`config.mk`:
```
export PLATFORM = sky130hd
export DESIGN_NAME = psk_framer
export DESIGN_NICKNAME = d
export VERILOG_FILES = /design/src/rtl/psk_pkg.sv /design/src/rtl/psk_framer_crc8_byte.sv /design/src/rtl/psk_framer.sv
export SDC_FILE = /design/constraint.sdc
export NUM_CORES = 1
export LEC_CHECK = 0
export ABC_CLOCK_PERIOD_IN_PS = 2100
export CAP_MARGIN = 20
export CORE_MARGIN = 1.5
export CORE_UTILIZATION = 50
export CTS_BUF_LIST = sky130_fd_sc_hd__clkbuf_4 sky130_fd_sc_hd__clkbuf_8
export DETAILED_ROUTE_END_ITERATION = 8
export HOLD_SLACK_MARGIN = 0.15
export PLACE_DENSITY_LB_ADDON = 0.05
export REMOVE_ABC_BUFFERS = 1
export SLEW_MARGIN = 10
export SYNTH_ARGS = -nofsm -noshare
export SYNTH_HDL_FRONTEND = slang
export SYNTH_SLANG_ARGS = --single-unit
```
`constraint.sdc`:
```
create_clock -name clk_16M384 -period 2.1 [get_ports clk_16M384]
set_input_delay 0.42 -clock clk_16M384 [delete_from_list [all_inputs] [get_ports clk_16M384]]
set_output_delay 0.42 -clock clk_16M384 [all_outputs]
set_load 0.03 [all_outputs]
```
`src/rtl/psk_pkg.sv`:
```
// Shared constants, FSM encoding and symbol helpers for the PSK framer.
// PSK_FRAMER_CRC_EN adds the CRC state and polynomial.
package psk_pkg;

  localparam logic [15:0] BARKER13 = 16'h1F35;
`ifdef PSK_FRAMER_CRC_EN
  localparam logic [7:0]  CRC8_POLY = 8'h07;
`endif

  localparam int unsigned SYM_CNT_W = 4;
  localparam int unsigned PRE_IDX_W = 4;
  localparam logic [SYM_CNT_W-1:0] QPSK_SYMS = SYM_CNT_W'(4);
  localparam logic [SYM_CNT_W-1:0] BPSK_SYMS = SYM_CNT_W'(8);

  typedef enum logic [1:0] {
    ST_IDLE = 2'd0,
    ST_PRE  = 2'd1,
    ST_PAY  = 2'd2
`ifdef PSK_FRAMER_CRC_EN
    , ST_CRC = 2'd3
`endif
  } state_t;

  // Leading symbol of a byte: QPSK pair in [1:0], BPSK bit in [1].
  function automatic logic [7:0] sym_of(input logic [7:0] b, input logic qpsk);
    return qpsk ? {6'b0, b[7:6]} : {6'b0, b[7], 1'b0};
  endfunction

  function automatic logic [7:0] shift_of(input logic [7:0] b, input logic qpsk);
    return qpsk ? {b[5:0], 2'b00} : {b[6:0], 1'b0};
  endfunction

endpackage

```
`src/rtl/psk_framer_crc8_byte.sv`:
```
// Combinational CRC-8 (x^8+x^2+x+1) advanced by one byte, MSB first.
// Only present when PSK_FRAMER_CRC_EN is defined.
`ifdef PSK_FRAMER_CRC_EN
module crc8_byte
  import psk_pkg::*;
(
  input  logic [7:0] crc_in,
  input  logic [7:0] data,
  output logic [7:0] crc_out
);

  always_comb begin
    crc_out = crc_in;
    for (int i = 7; i >= 0; i--) begin
      if (crc_out[7] ^ data[i]) crc_out = {crc_out[6:0], 1'b0} ^ CRC8_POLY;
      else                      crc_out = {crc_out[6:0], 1'b0};
    end
  end

endmodule
`endif

```
`src/rtl/psk_framer.sv`:
```
// Byte-stream to BPSK/QPSK symbol framer: Barker preamble, then payload symbols.
// Define PSK_FRAMER_CRC_EN to append a CRC-8 byte after the payload.
module psk_framer
  import psk_pkg::*;
#(
  parameter int unsigned PREAMBLE_LEN = 13,
  parameter logic [15:0] PREAMBLE     = BARKER13
) (
  input  logic       clk_16M384,
  input  logic       rst_16M384,
  input  logic [7:0] in_tdata,
  input  logic       in_tvalid,
  output logic       in_tready,
  input  logic       in_tlast,
  input  logic       cfg_qpsk,
  output logic [7:0] out_tdata,
  output logic       out_tvalid,
  input  logic       out_tready,
  output logic       out_tlast,
  output logic       out_tuser,
  output logic       busy,
  output logic       underrun
);

  state_t                 state;
  logic                   qpsk;
  logic [PRE_IDX_W-1:0]   pre_idx;
  logic [7:0]             sreg;
  logic [SYM_CNT_W-1:0]   scnt;
  logic                   byte_last;
  logic                   out_eob;
  logic                   started;
  logic                   gap;

  logic                   fire;
  logic                   slot;
  logic                   accept;
  logic [SYM_CNT_W-1:0]   nsym;

  assign fire   = out_tvalid & out_tready;
  assign slot   = ~out_tvalid | out_tready;
  assign accept = in_tvalid & in_tready;
  assign nsym   = qpsk ? QPSK_SYMS : BPSK_SYMS;

`ifdef PSK_FRAMER_CRC_EN
  logic [7:0] crc;
  logic [7:0] crc_nxt;
  logic       tl_seen;

  crc8_byte u_crc (
    .crc_in  (crc),
    .data    (in_tdata),
    .crc_out (crc_nxt)
  );
`endif

  // out_eob marks the output symbol that empties the current byte; its handshake frees the buffer.
  always_ff @(posedge clk_16M384 or posedge rst_16M384) begin
    if (rst_16M384) begin
      state      <= ST_IDLE;
      qpsk       <= 1'b0;
      pre_idx    <= '0;
      sreg       <= '0;
      scnt       <= '0;
      byte_last  <= 1'b0;
      out_eob    <= 1'b0;
      started    <= 1'b0;
      gap        <= 1'b0;
      in_tready  <= 1'b0;
      out_tdata  <= '0;
      out_tvalid <= 1'b0;
      out_tlast  <= 1'b0;
      out_tuser  <= 1'b0;
      busy       <= 1'b0;
      underrun   <= 1'b0;
`ifdef PSK_FRAMER_CRC_EN
      crc        <= '0;
      tl_seen    <= 1'b0;
`endif
    end else begin
      underrun <= 1'b0;
      if (fire) out_tvalid <= 1'b0;

      case (state)
        ST_IDLE: begin
          if (in_tvalid) begin
            state   <= ST_PRE;
            busy    <= 1'b1;
            qpsk    <= cfg_qpsk;
            pre_idx <= PRE_IDX_W'(PREAMBLE_LEN - 1);
            sreg    <= '0;
            scnt    <= '0;
            started <= 1'b0;
            gap     <= 1'b0;
`ifdef PSK_FRAMER_CRC_EN
            crc     <= '0;
            tl_seen <= 1'b0;
`endif
          end
        end

        ST_PRE: begin
          if (slot) begin
            out_tvalid <= 1'b1;
            out_tdata  <= {6'b0, PREAMBLE[pre_idx], 1'b0};
            out_tuser  <= 1'b1;
            out_tlast  <= 1'b0;
            out_eob    <= 1'b0;
            if (pre_idx == '0) begin
              state     <= ST_PAY;
              in_tready <= 1'b1;
            end else begin
              pre_idx <= pre_idx - PRE_IDX_W'(1);
            end
          end
        end

        // Payload and CRC share the shift-register datapath.
        default: begin
          if (accept) begin
            in_tready <= 1'b0;
            started   <= 1'b1;
            gap       <= 1'b0;
`ifdef PSK_FRAMER_CRC_EN
            crc       <= crc_nxt;
            tl_seen   <= in_tlast;
            byte_last <= 1'b0;
`else
            byte_last <= in_tlast;
`endif
            if (slot) begin
              out_tvalid <= 1'b1;
              out_tdata  <= sym_of(in_tdata, qpsk);
              out_tuser  <= ~qpsk;
              out_tlast  <= 1'b0;
              out_eob    <= 1'b0;
              sreg       <= shift_of(in_tdata, qpsk);
              scnt       <= nsym - SYM_CNT_W'(1);
            end else begin
              sreg <= in_tdata;
              scnt <= nsym;
            end
          end else if (in_tready) begin
            if (started && !gap) begin
              underrun <= 1'b1;
              gap      <= 1'b1;
            end
          end else if (slot && scnt != '0) begin
            out_tvalid <= 1'b1;
            out_tdata  <= sym_of(sreg, qpsk);
            out_tuser  <= ~qpsk;
            out_tlast  <= byte_last && (scnt == SYM_CNT_W'(1));
            out_eob    <= (scnt == SYM_CNT_W'(1));
            sreg       <= shift_of(sreg, qpsk);
            scnt       <= scnt - SYM_CNT_W'(1);
          end

          if (fire && out_eob) begin
            if (out_tlast) begin
              state <= ST_IDLE;
              busy  <= 1'b0;
            end
`ifdef PSK_FRAMER_CRC_EN
            else if (tl_seen) begin
              state     <= ST_CRC;
              sreg      <= crc;
              scnt      <= nsym;
              byte_last <= 1'b1;
            end
`endif
            else begin
              in_tready <= 1'b1;
            end
          end
        end
      endcase
    end
  end

endmodule

```
======== Word level (Yosys, flattened, before mapping) ========
Memories as Yosys holds them, arrays and structs flattened.
Index checks and enable logic that the tools add are counted.
W data, S select, Z words.
operators by class
  reductions and logical operators ........ 30
  bitwise logic cells ..................... 8
  add/subtract/negate cells ............... 3
  multiplexer cells ....................... 77
  $lt $le $gt $ge ......................... 1
  equal/unequal tests ..................... 9
operators by type and width
  cell                   number
  $mux W8                12
  $mux W1                38
  $mux W4                9
  $pmux W8 S2            2
  $reduce_bool A3 Y1     6
  $pmux W1 S2            8
  $pmux W4 S2            2
  $reduce_and A4 Y1      4
  $sub A4 B1 Y4 const B  3
  $mux W2                5
  $ne A2 B2 Y1 const B   5
  $reduce_and A5 Y1      2
  $reduce_and A3 Y1      3
  $reduce_bool A2 Y1     4
  $ne A3 B1 Y1 const B   2
  $lt A4 B5 Y1 const B   1
  $not A1 Y1             5
  $eq A4 B1 Y1 const B   1
  $logic_and A1 B1 Y1    4
  $logic_not A4 Y1       1
  $pmux W2 S2            1
  $reduce_and A2 Y1      2
  $reduce_bool A4 Y1     1
  $and A1 B1 Y1          2
  other kinds (5)        5
storage, ports and cells
  logic and storage cells ................. 145
  output and inout bits ................... 14
  register bits after elaboration ......... 37
  memories kept ........................... 1
  bits in read-only memories .............. 16
memory list
  name             depth  bits a word  read ports  clocked after Yosys merged registers in  wr ports  line               text
  (no name shown)  16     1            1           0                                        0         psk_framer.sv:105  out_tdata <= {6'b0, PREAMBLE[pre_idx], 1'b0};

======== Logic depth before layout (Yosys ltp) ========
Gate-level depths: netlist of run 1.
  depth after elaboration ................. 7
  mapped depth ............................ 8
  depth with buffers taken out ............ 8

======== Worst setup path before layout of run 1 ========
No wires, ideal clock.
  path type ............................... register -> register
  start point ............................. register out_tvalid
  end point ............................... register scnt[0]
  setup slack ............................. 0.246 ns
  clock period less this slack ............ 1.854 ns
  arrival time ............................ 1.758 ns
  stages on the path, launching flop included .. 9
  setup time .............................. 0.096 ns
  buffers on the path ..................... 3
  cells stage by stage .................... dfrtp_1 > nand2b_1 > buf_6 > inv_4 > a311o_1 > buf_6 > and2_4 > buf_6 > o32ai_2
between the ends
  cells in the longest elaborated chain, start to end .. 5
RTL lines
  what                                                     line                                  text
  from (decl)                                              psk_framer.sv:17                      output logic out_tvalid,
  from (signal assigned)                                   psk_framer.sv:71                      out_tvalid <= 1'b0;
  from (signal assigned)                                   psk_framer.sv:82                      if (fire) out_tvalid <= 1'b0;
  from (signal assigned)                                   psk_framer.sv:104                     out_tvalid <= 1'b1;
  $not A1 Y1 *                                             psk_framer.sv:41                      assign slot = ~out_tvalid | out_tready;
  $or A1 B1 Y1 *                                           psk_framer.sv:41
  $mux W4 / $logic_and A1 B1 Y1 (equally long branches)    psk_framer.sv:131, psk_framer.sv:148
  $mux W4 / $reduce_bool A3 Y1 (equally long branches)     --
  $pmux W4 S2 / $reduce_and A4 Y1 (equally long branches)  --
  to (signal assigned)                                     psk_framer.sv:138                     scnt <= nsym - SYM_CNT_W'(1);
  to (signal assigned)                                     psk_framer.sv:141                     scnt <= nsym;
  to (signal assigned)                                     psk_framer.sv:155                     scnt <= scnt - SYM_CNT_W'(1);
  to (decl)                                                psk_framer.sv:29                      logic [SYM_CNT_W-1:0] scnt;
Mark *: on every way between the ends. The rest lies on a longest branch, timed or not.
A chain may end at the register's enable or synchronous reset.

======== Worst setup path in the final report of run 1 ========
  start point ............................. register scnt[0]
  end point ............................... register out_tdata[0]
between the ends
  cells in the longest elaborated chain, start to end .. 4
RTL lines
  what                          line               text
  $reduce_bool A4 Y1            psk_framer.sv:148  end else if (slot && scnt != '0) begin
  $logic_and A1 B1 Y1           psk_framer.sv:148
  $reduce_bool A3 Y1 (no line)  --
  $reduce_and A5 Y1 (no line)   --
  to (signal assigned)          psk_framer.sv:105
  to (signal assigned)          psk_framer.sv:133  out_tdata <= sym_of(in_tdata, qpsk);
  to (signal assigned)          psk_framer.sv:150  out_tdata <= sym_of(sreg, qpsk);
  to (decl)                     psk_framer.sv:16   output logic [7:0] out_tdata,
Every way passes these cells.

==> results.md, run 1 <==
* Hold Fails Final Rpt at 0
* Global route total overflow at 0
* WP data arrival at 2.13 ns
* First-pass GRT wire length at 7970 µm
* Max Slew Vio Count at 0
* Int Pwr at 1.85 mW
* Crit-path slowest cell: or4b_1
* Non-Filler Instances at 297
* Slew HR at 0.622
* Antenna Violating Nets Remaining at 0
* Final WL at 4590 µm
* Vias at 1,706
* Min-Delay Startpoint: gap
* Port Buffers at 21
* FP Rows at 22
* EDFF count, synth at 0
* CORE AREA at 3770 µm²
* Switching power at 1.32 mW
* Hold EP: underrun
* Clk pwr share at 0.149
* Number of clock sinks at 31
* Initial core utilization at 0.533
* Die area at 4410 µm²
* Final net count at 269
* Ant diodes at 0
* Critical path class: register to register
* Cell variety after synth at 42
* Asr flop ratio synth at 1.00
* Placed Instances at 290
* Max-Cap Viols at 0
* Pwr per Cell Area at 1310 nW/µm²
* # Post-CTS Setup Buffers at 0
* CTS Hold Bufs at 0
* Final worst path period share at 0.935
* Gate power share at 0.517
* Leak at 1.06 nW
* Clock Pin Slew Worst Setup and Hold Paths at 0.06 ns
* DRC Markers at 0
* RSZ-0062 raised after global routing: false
* Drt first-iter violations at 87
* CTS tree: built
* Gpl congestion at 0.858
* Final instance area at 2410 µm²
* Actual slew at the worst max-slew pin at 0.565 ns
* Core occupancy in the finished layout at 0.640
* Yosys reg bits at 31
* Crit-path max cell delay at 0.44 ns
* Worst hold path type: register to register
* CP required at 2.27 ns
* Hold Path Stages at 1
* Peak Freq at 510 MHz
* Die Ht at 66.4 µm
* Worst Setup End Kind: register
* Syn avg cell area at 9.30 µm²
* # resized after CTS at 0
* Most used DFF post-synth: dfrtp_1
* Die width at 66.4 µm
* Total track usage at 0.241
* WL met3 at 181 µm
* Pre-antenna DRT Iters at 4
* Worst-Skew Late Latency at 0.28 ns
* Max H-tree Level at 2
* Drt wl/cell at 15.4 µm
* Post-Syn Area at 2010 µm²
* Hpwl dp at 3300 µm
* Sequential-to-total area share from yosys stat at 0.386
* Vias per std cell at 5.74
* Synthesis-to-finish area growth at 20.1%
* Antenna violations before repair at 0
* Most frequent cells in the layout: dfrtp_1, o21ai_0, clkdlybuf4s50_1
* Max Root-Sink Buffers at 2
* Routed wire length on met2 at 2210 µm
* Vias in the first global route at 1,686
* Crit path cell chain: inv_1 > ha_1 > or4b_1 > a31oi_1 > nor2_1 > buf_4 > mux2_2
* Sequential share of power at 0.335
* Switch share at 0.416
* Final setup vio count at 0
* Commonest non-fill, non-tap cell in the layout: dfrtp_1
* Uppermost layer routed: met4
* Layout cell share with drive strength beyond 1 at 0.205
* Clk root buf: clkbuf_8
* Synth warn at 0
* Num CTS Buffers at 5
* Worst R2R Setup Slack at 0.14 ns
* Placed cell area at 2320 µm²
* Buf/Inv on CP at 2
* CP Launch Type: register
* Reg-to-reg endpoint: out_tdata[0]
* Setup TNS at 0 ns
* Cells after Synth at 216
* Status: completed
* Critical Path Fanout Max at 3
* Post-route minimum period at 1.96 ns
* I/O pins at 28
* Layout Skew at 0.00434 ns
* Worst VDD drop at 0.652 mV
* R2r startpoint: scnt[0]
* R2R depth at 7
* Pin count of the biggest net entering global routing at 32
* Met1 wire length at 2170 µm
* Delay-heaviest family, CP: simple AND/OR/NAND/NOR gates
-- synth_stat cells, drive strengths merged (2+ instances only) --
cell     n  area share
dfrtp   31        0.39
o21ai   21       0.052
a21oi   20       0.050
mux2    18        0.10
nand2   14       0.026
inv     13       0.026
buf     12       0.046
nand3   11       0.027
mux2i    9       0.045
nor2     9       0.017
clkbuf   8       0.015
ha       6       0.037
nand2b   6       0.019
nor3     5       0.012
nand4    3      0.0093
o32ai    3       0.024
a31oi    2      0.0062
and2     2      0.0075
nand3b   2      0.0075
nor2b    2      0.0062
o211ai   2      0.0075
or4      2      0.0075
-- worst register-to-register path, stage by stage, from the launching register on --
cell and delay (ns):
dfrtp_1 0.39, inv_1 0.08, ha_1 0.19, or4b_1 0.44, a31oi_1 0.25, nor2_1 0.09
buf_4 0.15, mux2_2 0.26
-- metrics by stage --
step	hold WS (ns)	setup WS [ns]	power, mW
2_1_floorplan	0.401	-0.0672	2.10
3_3_place_gp	0.414	0.0433	2.62
3_5_place_dp	0.424	-0.0304	2.69
4_1_cts	0.432	0.122	3.18
5_1_grt	0.447	0.00123	3.43
6_report	0.427	0.137	3.17
-- cell type report --
| type | instances | area, µm² |
|---|---|---|
| multi-input combinational | 157 | 1080 |
| fill | 307 | 1360 |
| tap | 48 | 60.1 |
| timing repair buffer | 41 | 360 |
| clock buffer | 6 | 82.6 |
| sequential | 31 | 776 |
| inverter | 13 | 51.3 |
| clock inverter | 1 | 5.00 |
-- per-layer routing --
metal / track usage / up-vias
met3: 0.0596 / 2
met5: 0 / -
met2: 0.386 / 40
met1: 0.316 / 840
li1: - / 824
met4: 0.0842 / 0
-- flip-flops by register name, summed over array words and instances (netlist names) --
signal / count
busy: 1
byte_last: 1
gap: 1
in_tready: 1
out_eob: 1
out_tdata: 2
out_tlast: 1
out_tuser: 1
out_tvalid: 1
pre_idx: 4
qpsk: 1
scnt: 4
sreg: 8
started: 1
state: 2
underrun: 1
-- kinds of logic after synthesis --
| kind of cell | synth area share |
|---|---|
| compound gates | 0.181 |
| mux | 0.146 |
| other cells | 0.00187 |
| buf+inv | 0.0866 |
| simple gates | 0.161 |
| fa+ha+maj | 0.0374 |
| flops | 0.386 |
-- power groups by stage --
stage	clock, mW	combinational (mW)	sequential [mW]
finish	0.471	1.64	1.06
global route	0.519	1.81	1.10
CTS	0.485	1.63	1.06
detailed placement	0	1.63	1.06
global placement	0	1.57	1.05
floorplan	0	1.01	1.09
-- worst max-delay path by stage --
stage	from	end	slack, ns	depth (start not counted)
4_1_cts	scnt[0]	out_tdata[0]	0.12	7
6_report	scnt[0]	out_tdata[0]	0.14	7
3_5_place_dp	in_tvalid	out_tdata[0]	-0.03	7
2_1_floorplan	state[1]	sreg[0]	-0.07	4
3_3_place_gp	out_tready	sreg[0]	0.04	6
5_1_grt	scnt[0]	out_tdata[0]	0.001	7
Power figures use the tool's default switching activity.
==> run 2: changes to the inputs <==
- SLEW_MARGIN: 10 -> 20
==> results of run 2 <==
Final layout, timing and power as in run 1 (identical DEF).
==> run 3: changes to the inputs <==
- PLACE_DENSITY_LB_ADDON: 0.05 -> 0.15
==> results.md, run 3 (synthesized netlist as in run 1, its figures left out) <==
* Largest regs: sreg: 8 flops, pre_idx: 4 flops, scnt: 4 flops
* Final WL at 4600 µm
* Worst-Skew Late Latency at 0.28 ns
* CP required at 2.27 ns
* Antenna violations before repair at 0
* CTS Hold Bufs at 0
* Synthesis-to-finish area growth at 19.8%
* RSZ-0062 raised after global routing: false
* Final setup vio count at 0
* Final net count at 265
* Most frequent cells in the layout: dfrtp_1, o21ai_0, clkdlybuf4s50_1
* Global route total overflow at 0
* Num CTS Buffers at 5
* Layout cell share with drive strength beyond 1 at 0.199
* Antenna Violating Nets Remaining at 0
* Ant diodes at 0
* Hold Fails Final Rpt at 0
* # Post-CTS Setup Buffers at 0
* Gpl congestion at 0.939
* Die width at 66.4 µm
* I/O pins at 28
* CORE AREA at 3770 µm²
* Total track usage at 0.234
* Die Ht at 66.4 µm
* First-pass GRT wire length at 7850 µm
* Setup TNS at 0 ns
* CP Launch Type: register
* Slew HR at 0.620
* Post-route minimum period at 1.99 ns
* Vias per std cell at 5.89
* Max Root-Sink Buffers at 2
* Die area at 4410 µm²
* Worst hold path type: register to register
* Peak Freq at 503 MHz
* Hpwl dp at 3220 µm
* DRC Markers at 0
* Final worst path period share at 0.947
* Vias in the first global route at 1,732
* FP Rows at 22
* Drt wl/cell at 15.6 µm
* Max Slew Vio Count at 0
* Commonest non-fill, non-tap cell in the layout: dfrtp_1
* Layout Skew at 0.00374 ns
* CTS tree: built
* Max FFs per register at 8
* Drt first-iter violations at 169
* Max H-tree Level at 2
* Worst VDD drop at 0.669 mV
* Critical path class: register to register
* Actual slew at the worst max-slew pin at 0.569 ns
* Pre-antenna DRT Iters at 4
* Number of clock sinks at 31
* Max-Cap Viols at 0
* Pin count of the biggest net entering global routing at 32
* Port Buffers at 21
* WP data arrival at 2.16 ns
* Clock Pin Slew Worst Setup and Hold Paths at 0.06 ns
* Pre-CTS setup slack at -0.00528 ns
* Largest register by flop count: sreg
* Leak at 1.05 nW
* Vias at 1,731
* Initial core utilization at 0.533
* Worst Setup End Kind: register
* Critical Path Fanout Max at 5
* Clk root buf: clkbuf_8
* Fin worst setup slack at 0.112 ns
* Status: completed
* Pwr per Cell Area at 1320 nW/µm²
==> run 3: through the flow <==
stage / area [µm²] / utilization / hold slack (ns) / cells / power [mW]
2_1_floorplan: 1900 / - / 0.401 / 201 / 2.10
4_1_cts: 2400 / 0.636 / 0.432 / 294 / 3.17
6_report: 2400 / 0.638 / 0.423 / 294 / 3.18
3_3_place_gp: 2290 / 0.608 / 0.415 / 286 / 2.56
5_1_grt: 2400 / 0.638 / 0.452 / 294 / 3.42
3_5_place_dp: 2290 / 0.608 / 0.423 / 286 / 2.62
==> run 3: critical path, stage by stage, from the launching register on <==
cell     delay (ns)
dfrtp_1        0.39
inv_1          0.15
ha_1           0.24
or4b_1         0.47
a31oi_2        0.21
nor2_1         0.13
mux2_2         0.29
==> run 3: area by class of cell <==
class | count | area [µm²]
Fill cell | 297 | 1370
Inverter | 13 | 51.3
Clock buffer | 8 | 104
Sequential cell | 31 | 776
Tap cell | 48 | 60.1
Timing Repair Buffer | 37 | 330
Multi-Input combinational cell | 157 | 1080
==> run 3: per-layer routing <==
metal | routed length (µm) | GRT usage
met2 | 2200 | 0.384
met3 | 250 | 0.0613
met1 | 2100 | 0.300
met4 | 46 | 0.0765
met5 | 0 | 0
==> run 3: report_power, final <==
group | internal [mW] | switching (mW) | leakage (nW)
registers | 0.810 | 0.263 | 0.381
logic | 0.734 | 0.844 | 0.612
clock network | 0.312 | 0.223 | 0.0549
total | 1.86 | 1.33 | 1.05
==> run 3: final timing paths <==
kind,from,to,slack [ns],cells past startpoint
max,scnt[0],out_tdata[0],0.11,6
min,gap,underrun,0.42,1
max reg2reg,scnt[0],out_tdata[0],0.11,6
min reg2reg,gap,underrun,0.42,1
max in group asynchronous,rst_16M384,out_tlast,1.29,3
min in group asynchronous,rst_16M384,gap,0.52,3
==> run 3: repair_timing <==
item	in CTS	in global routing
resized for setup	0	1
setup endpoints to repair	0	3
endpoints found under the hold margin	0	0
